## src/rtl/spi_eng_pkg.sv

```systemverilog
// spi_eng_pkg: shared state encoding, owner flags and reset values for the SPI byte engine
package spi_eng_pkg;
    typedef enum logic [1:0] {S_IDLE, S_SHIFT, S_DONE} state_t;
    localparam logic OWN_CPU = 1'b0;
    localparam logic OWN_DMA = 1'b1;
    localparam logic MOSI_RST = 1'b1;
    localparam logic [7:0] RDDATA_RST = 8'hFF;
endpackage

```

## src/rtl/spi_clk_div.sv

```systemverilog
// spi_clk_div: half-period counter producing sclk rise/fall ticks and the final tick of a byte
module spi_clk_div #(
    parameter int DIV_W = 3
) (
    input  logic             clk,
    input  logic             rst_n,
    input  logic             load,
    input  logic             run,
    input  logic [DIV_W-1:0] div,
    output logic             tick_rise,
    output logic             tick_fall,
    output logic             last_tick
);
    logic [DIV_W-1:0] cnt;
    logic [3:0]       tog;
    logic             tick;

    // sclk idles low, so even-numbered toggles are rising edges
    assign tick      = run && cnt == '0;
    assign tick_rise = tick && !tog[0];
    assign tick_fall = tick && tog[0];
    assign last_tick = tick && tog == 4'd15;

    always_ff @(posedge clk) begin
        if (!rst_n) begin
            cnt <= '0;
            tog <= '0;
        end else if (load) begin
            cnt <= div;
            tog <= '0;
        end else if (tick) begin
            cnt <= div;
            tog <= tog + 4'd1;
        end else if (run) begin
            cnt <= cnt - 1'b1;
        end
    end
endmodule

```

## src/rtl/dma_spi_engine.sv

```systemverilog
// dma_spi_engine: mode-0 SPI master byte engine shared by the DMA channel and Z80 port writes
module dma_spi_engine
    import spi_eng_pkg::*;
#(
    parameter int               DIV_W   = 3,
    parameter logic [DIV_W-1:0] DIV_RST = 3'd1
) (
    input  logic       clk,
    input  logic       rst_n,
    input  logic       spi_req,
    input  logic [7:0] spi_wrdata,
    output logic [7:0] spi_rddata,
    output logic       spi_stb,
    input  logic       cpu_wr,
    input  logic       cpu_cs_wr,
    input  logic       cpu_div_wr,
    input  logic [7:0] zdata,
    output logic       busy,
    output logic       sclk,
    output logic       mosi,
    input  logic       miso,
    output logic       cs_n
);
    state_t           state;
    logic [7:0]       shreg;
    logic             rx_bit;
    logic             owner;
    logic [DIV_W-1:0] div;
    logic [DIV_W-1:0] div_pd;
    logic             div_pv;
    logic             cs_pd;
    logic             cs_pv;
    logic             start;
    logic             tick_rise;
    logic             tick_fall;
    logic             last_tick;

    assign start = state == S_IDLE && (spi_req || cpu_wr);
    assign busy  = state != S_IDLE;

    spi_clk_div #(.DIV_W(DIV_W)) u_div (
        .clk       (clk),
        .rst_n     (rst_n),
        .load      (start),
        .run       (state == S_SHIFT),
        .div       (div),
        .tick_rise (tick_rise),
        .tick_fall (tick_fall),
        .last_tick (last_tick)
    );

    always_ff @(posedge clk) begin
        if (!rst_n) begin
            state      <= S_IDLE;
            sclk       <= 1'b0;
            mosi       <= MOSI_RST;
            cs_n       <= 1'b1;
            spi_stb    <= 1'b0;
            spi_rddata <= RDDATA_RST;
            div        <= DIV_RST;
            owner      <= OWN_CPU;
            shreg      <= '0;
            rx_bit     <= 1'b0;
            cs_pv      <= 1'b0;
            cs_pd      <= 1'b1;
            div_pv     <= 1'b0;
            div_pd     <= DIV_RST;
        end else begin
            spi_stb <= 1'b0;
            case (state)
                S_IDLE: if (start) begin
                    owner <= spi_req ? OWN_DMA : OWN_CPU;
                    shreg <= spi_req ? spi_wrdata : zdata;
                    mosi  <= spi_req ? spi_wrdata[7] : zdata[7];
                    state <= S_SHIFT;
                end
                S_SHIFT: begin
                    if (tick_rise || tick_fall) sclk <= ~sclk;
                    // received bit is held aside so the outgoing LSB is not overwritten
                    if (tick_rise) rx_bit <= miso;
                    if (tick_fall) begin
                        shreg <= {shreg[6:0], rx_bit};
                        mosi  <= shreg[6];
                    end
                    if (last_tick) begin
                        spi_rddata <= {shreg[6:0], rx_bit};
                        spi_stb    <= owner == OWN_DMA;
                        mosi       <= MOSI_RST;
                        state      <= S_DONE;
                    end
                end
                default: state <= S_IDLE;
            endcase
            // cs/div writes during a byte wait until the engine returns to IDLE
            if (state != S_SHIFT) begin
                cs_n   <= cpu_cs_wr ? zdata[0] : cs_pv ? cs_pd : cs_n;
                div    <= cpu_div_wr ? zdata[DIV_W-1:0] : div_pv ? div_pd : div;
                cs_pv  <= 1'b0;
                div_pv <= 1'b0;
            end else begin
                if (cpu_cs_wr) begin
                    cs_pv <= 1'b1;
                    cs_pd <= zdata[0];
                end
                if (cpu_div_wr) begin
                    div_pv <= 1'b1;
                    div_pd <= zdata[DIV_W-1:0];
                end
            end
        end
    end
endmodule
```

## config.mk

```make
export PLATFORM = sky130hd
export DESIGN_NAME = dma_spi_engine
export DESIGN_NICKNAME = d
export VERILOG_FILES = /design/src/rtl/spi_eng_pkg.sv /design/src/rtl/spi_clk_div.sv /design/src/rtl/dma_spi_engine.sv
export SDC_FILE = /design/constraint.sdc
export NUM_CORES = 1
export LEC_CHECK = 0
export ABC_AREA = 1
export CAP_MARGIN = 20
export CORE_MARGIN = 4
export CORE_UTILIZATION = 35
export DETAILED_ROUTE_END_ITERATION = 7
export DONT_BUFFER_PORTS = 1
export SYNTH_ARGS = -nofsm -noshare
export SYNTH_HDL_FRONTEND = slang
export SYNTH_HIERARCHICAL = 1
export SYNTH_SLANG_ARGS = --single-unit
```

## constraint.sdc

```tcl
create_clock -name clk -period 2.1 [get_ports clk]
set_input_delay 0.315 -clock clk [delete_from_list [all_inputs] [get_ports clk]]
set_output_delay 0.315 -clock clk [all_outputs]
set_load 0.02 [all_outputs]
```

==> run metrics <==
DR DRC count=0; post-synthesis instance total=297; total CTS buffers=5; cts repair resizes=0; hpwl dp=3.27 mm; Cell Area, Synth=1940 um^2; hold_buf cts=0; CTS tree=built; Slew Viols, Final=0; asr flop ratio synth=0; GRT Total Usage=0.146; Nets=~330; Seq/Total Area, Yosys=0.402; PD cells=759 nW/um^2; post-route antenna net violation count=0; reg2reg setup slack=0.37 ns; share of cells above drive strength 1=0.0664; chip height=82.5 um; #FFs+latches synth=39; Fmax=578 MHz; Setup TNS=0 ns; WS Path Type=reg2reg; first-pass detailed-route iteration total=4; Pwr Total=0.00159 W; status=completed; area of the die=6800 um^2; htree depth=2; # IOs=36; Vias per Instance=4.62; final hold viol count=0; RePlAce Congestion=0.787; Via Count=1713; CTS clk-pin slew, worst paths=0.09 ns; Die Width=slightly above 80 um; RSZ-0062 raised after global routing=false; HP Class=in2reg; synth warn=6; Synth area leader=dfxtp_1; Layout Skew=0.00949 ns; CP Capture Type=register; endpoint of the worst-slack reg-to-reg timing path=shreg[6]; post-CTS setup buffer count=0; first-pass GRT wire length=between 7 and 8 mm; Final setup viols=0; arrival time worst endpoint=roughly 1.9 ns; Critical Path RT=about 2.3 ns; Post-Syn Nets=323; IO Port Bufs=0; top-count cell post-synth=nand2_1; core area=~5200 um^2; initial drt markers=68; synthesis-to-layout area growth=8.12%; clk root buf=clkbuf_8; Worst Hold End=cs_n; Syn Area/Cell=around 6.5 um^2; min cycle time layout=1.73 ns; routed wire length=4.36 mm; ranking of synthesized cells by area=dfxtp_1 40%, nand2_1 19%, inv_1 9.1%; hold path startpoint=rst_n; # rows=26; VDD IR max=about 0.00041 V; Distinct cells, synth=22; commonest cells in the netlist=96 x nand2_1, 47 x inv_1, 39 x dfxtp_1; area of the multi-input gates=935 um^2; R2R depth=9; Fillers=roughly 580; max-cap violations=0; initial core utilization=0.371; CTS sink cnt=39; crit path launch type=register; sequential cell area=781 um^2; Clock Latency Late Sink=roughly 0.30 ns; wire per inst=11.8 um; area share of the largest cell type after synthesis=0.402; Tcrit/Tclk final=0.824; EDFF count, synth=0; static leakage=1.07 nW; worst reg2reg path startpoint=u_div/cnt[0]; GRT overflow=0; vias in the first global route=between 1500 and 2000; Hold Crit Depth=1; normalized max-slew margin=0.732; Tightest Pin Transition=0.398 ns; CP Max Fanout=10; antenna cells=0; CTS Buffer Depth=2; initial antenna violation count=0; Post-synth top flop=dfxtp_1; pin count of the biggest net entering global routing=27
## critical path, cell delays in order, from the launching register on
cell and delay [ns]:
dfxtp_1 0.30, inv_1 0.11, ha_1 0.20, nand3_4 0.15
nor2_4 0.18, nand3_2 0.22, nand2_1 0.11, nand2_1 0.15
nor2_1 0.17, nor2_1 0.05
## where the power goes
group / switching, W / leakage (nW) / total (W) / internal, W
Sequential: 0.0000351 / 0.320 / 0.000822 / 0.000786
Combinational: 0.000165 / 0.714 / 0.000261 / 0.0000954
Clock: 0.000278 / 0.0402 / 0.000509 / 0.000231
## how the worst max path moves through the flow
stage                 startpoint             to  slack, ns  cells after the start
floorplan               state[0]  spi_rddata[4]       0.37                     10
global placement    u_div/cnt[0]       shreg[6]       0.37                      9
detailed placement  u_div/cnt[0]       shreg[6]       0.35                      9
CTS                 u_div/cnt[0]       shreg[6]       0.36                      9
global route        u_div/cnt[0]       shreg[3]       0.15                      9
finish              u_div/cnt[0]       shreg[6]       0.37                      9
## cell families (layout without fill, tap and decap cells)
kind of cell    after synthesis  count (layout)  share of synthesized area
fa+ha+maj                     3               3                     0.0193
simple gates                173             173                      0.393
compound gates               26              26                     0.0696
flops                        39              39                      0.402
buf+inv                      56              60                      0.116
## stage by stage
stage	hold WS (ns)	util	area (um^2)	setup WS, ns	cells
finish	0.109	0.401	2100	0.369	371
detailed placement	0.407	0.384	2010	0.353	363
global route	0.0955	0.401	2100	0.145	371
floorplan	0.408	-	1940	0.373	297
global placement	0.403	0.384	2010	0.370	363
CTS	0.0971	0.401	2100	0.355	371
## metal layers
| metal | wire (um) | vias to the layer above | global-route usage |
|---|---|---|---|
| met5 | 0 | - | 0 |
| met4 | 38 | 0 | 0.0399 |
| met3 | 190 | 4 | 0.0390 |
| met2 | 1990 | 41 | 0.235 |
| met1 | 2140 | 752 | 0.193 |
| li1 | - | 916 | - |
## sequential cells by signal, summed over array words and instances (netlist names)
| name | cells |
|---|---|
| shreg | 7 |
| mosi | 1 |
| rx_bit | 1 |
| u_div/cnt | 3 |
| state | 2 |
| div_pv | 1 |
| owner | 1 |
| spi_rddata | 8 |
| div | 3 |
| spi_stb | 1 |
| div_pd | 3 |
| cs_n | 1 |
| cs_pd | 1 |
| u_div/tog | 4 |
| cs_pv | 1 |
| sclk | 1 |
## layout by cell type, fill, tap and decap left out, drive strengths merged
| cell type | instances |
|---|---|
| dfxtp | 39 |
| and2 | 1 |
| ha | 3 |
| nand2 | 97 |
| inv | 49 |
| nor3b | 1 |
| clkinv | 1 |
| clkbuf | 5 |
| a21oi | 11 |
| nor2 | 35 |
| clkinvlp | 2 |
| nor3 | 1 |
| o21ai | 13 |
| nand3 | 33 |
| nand3b | 5 |
| buf | 3 |
| o211ai | 2 |
## final cells by class
| class | count | area share |
|---|---|---|
| multi-input cells | 202 | 0.445 |
| flip-flops and latches | 39 | 0.372 |
| inverters | 49 | 0.0877 |
| well taps | 70 | 0.0417 |
| clock buffers | 5 | 0.0328 |
| repair buffers | 3 | 0.0107 |
| clock inverters | 3 | 0.00954 |
Power figures use the tool's default switching activity.
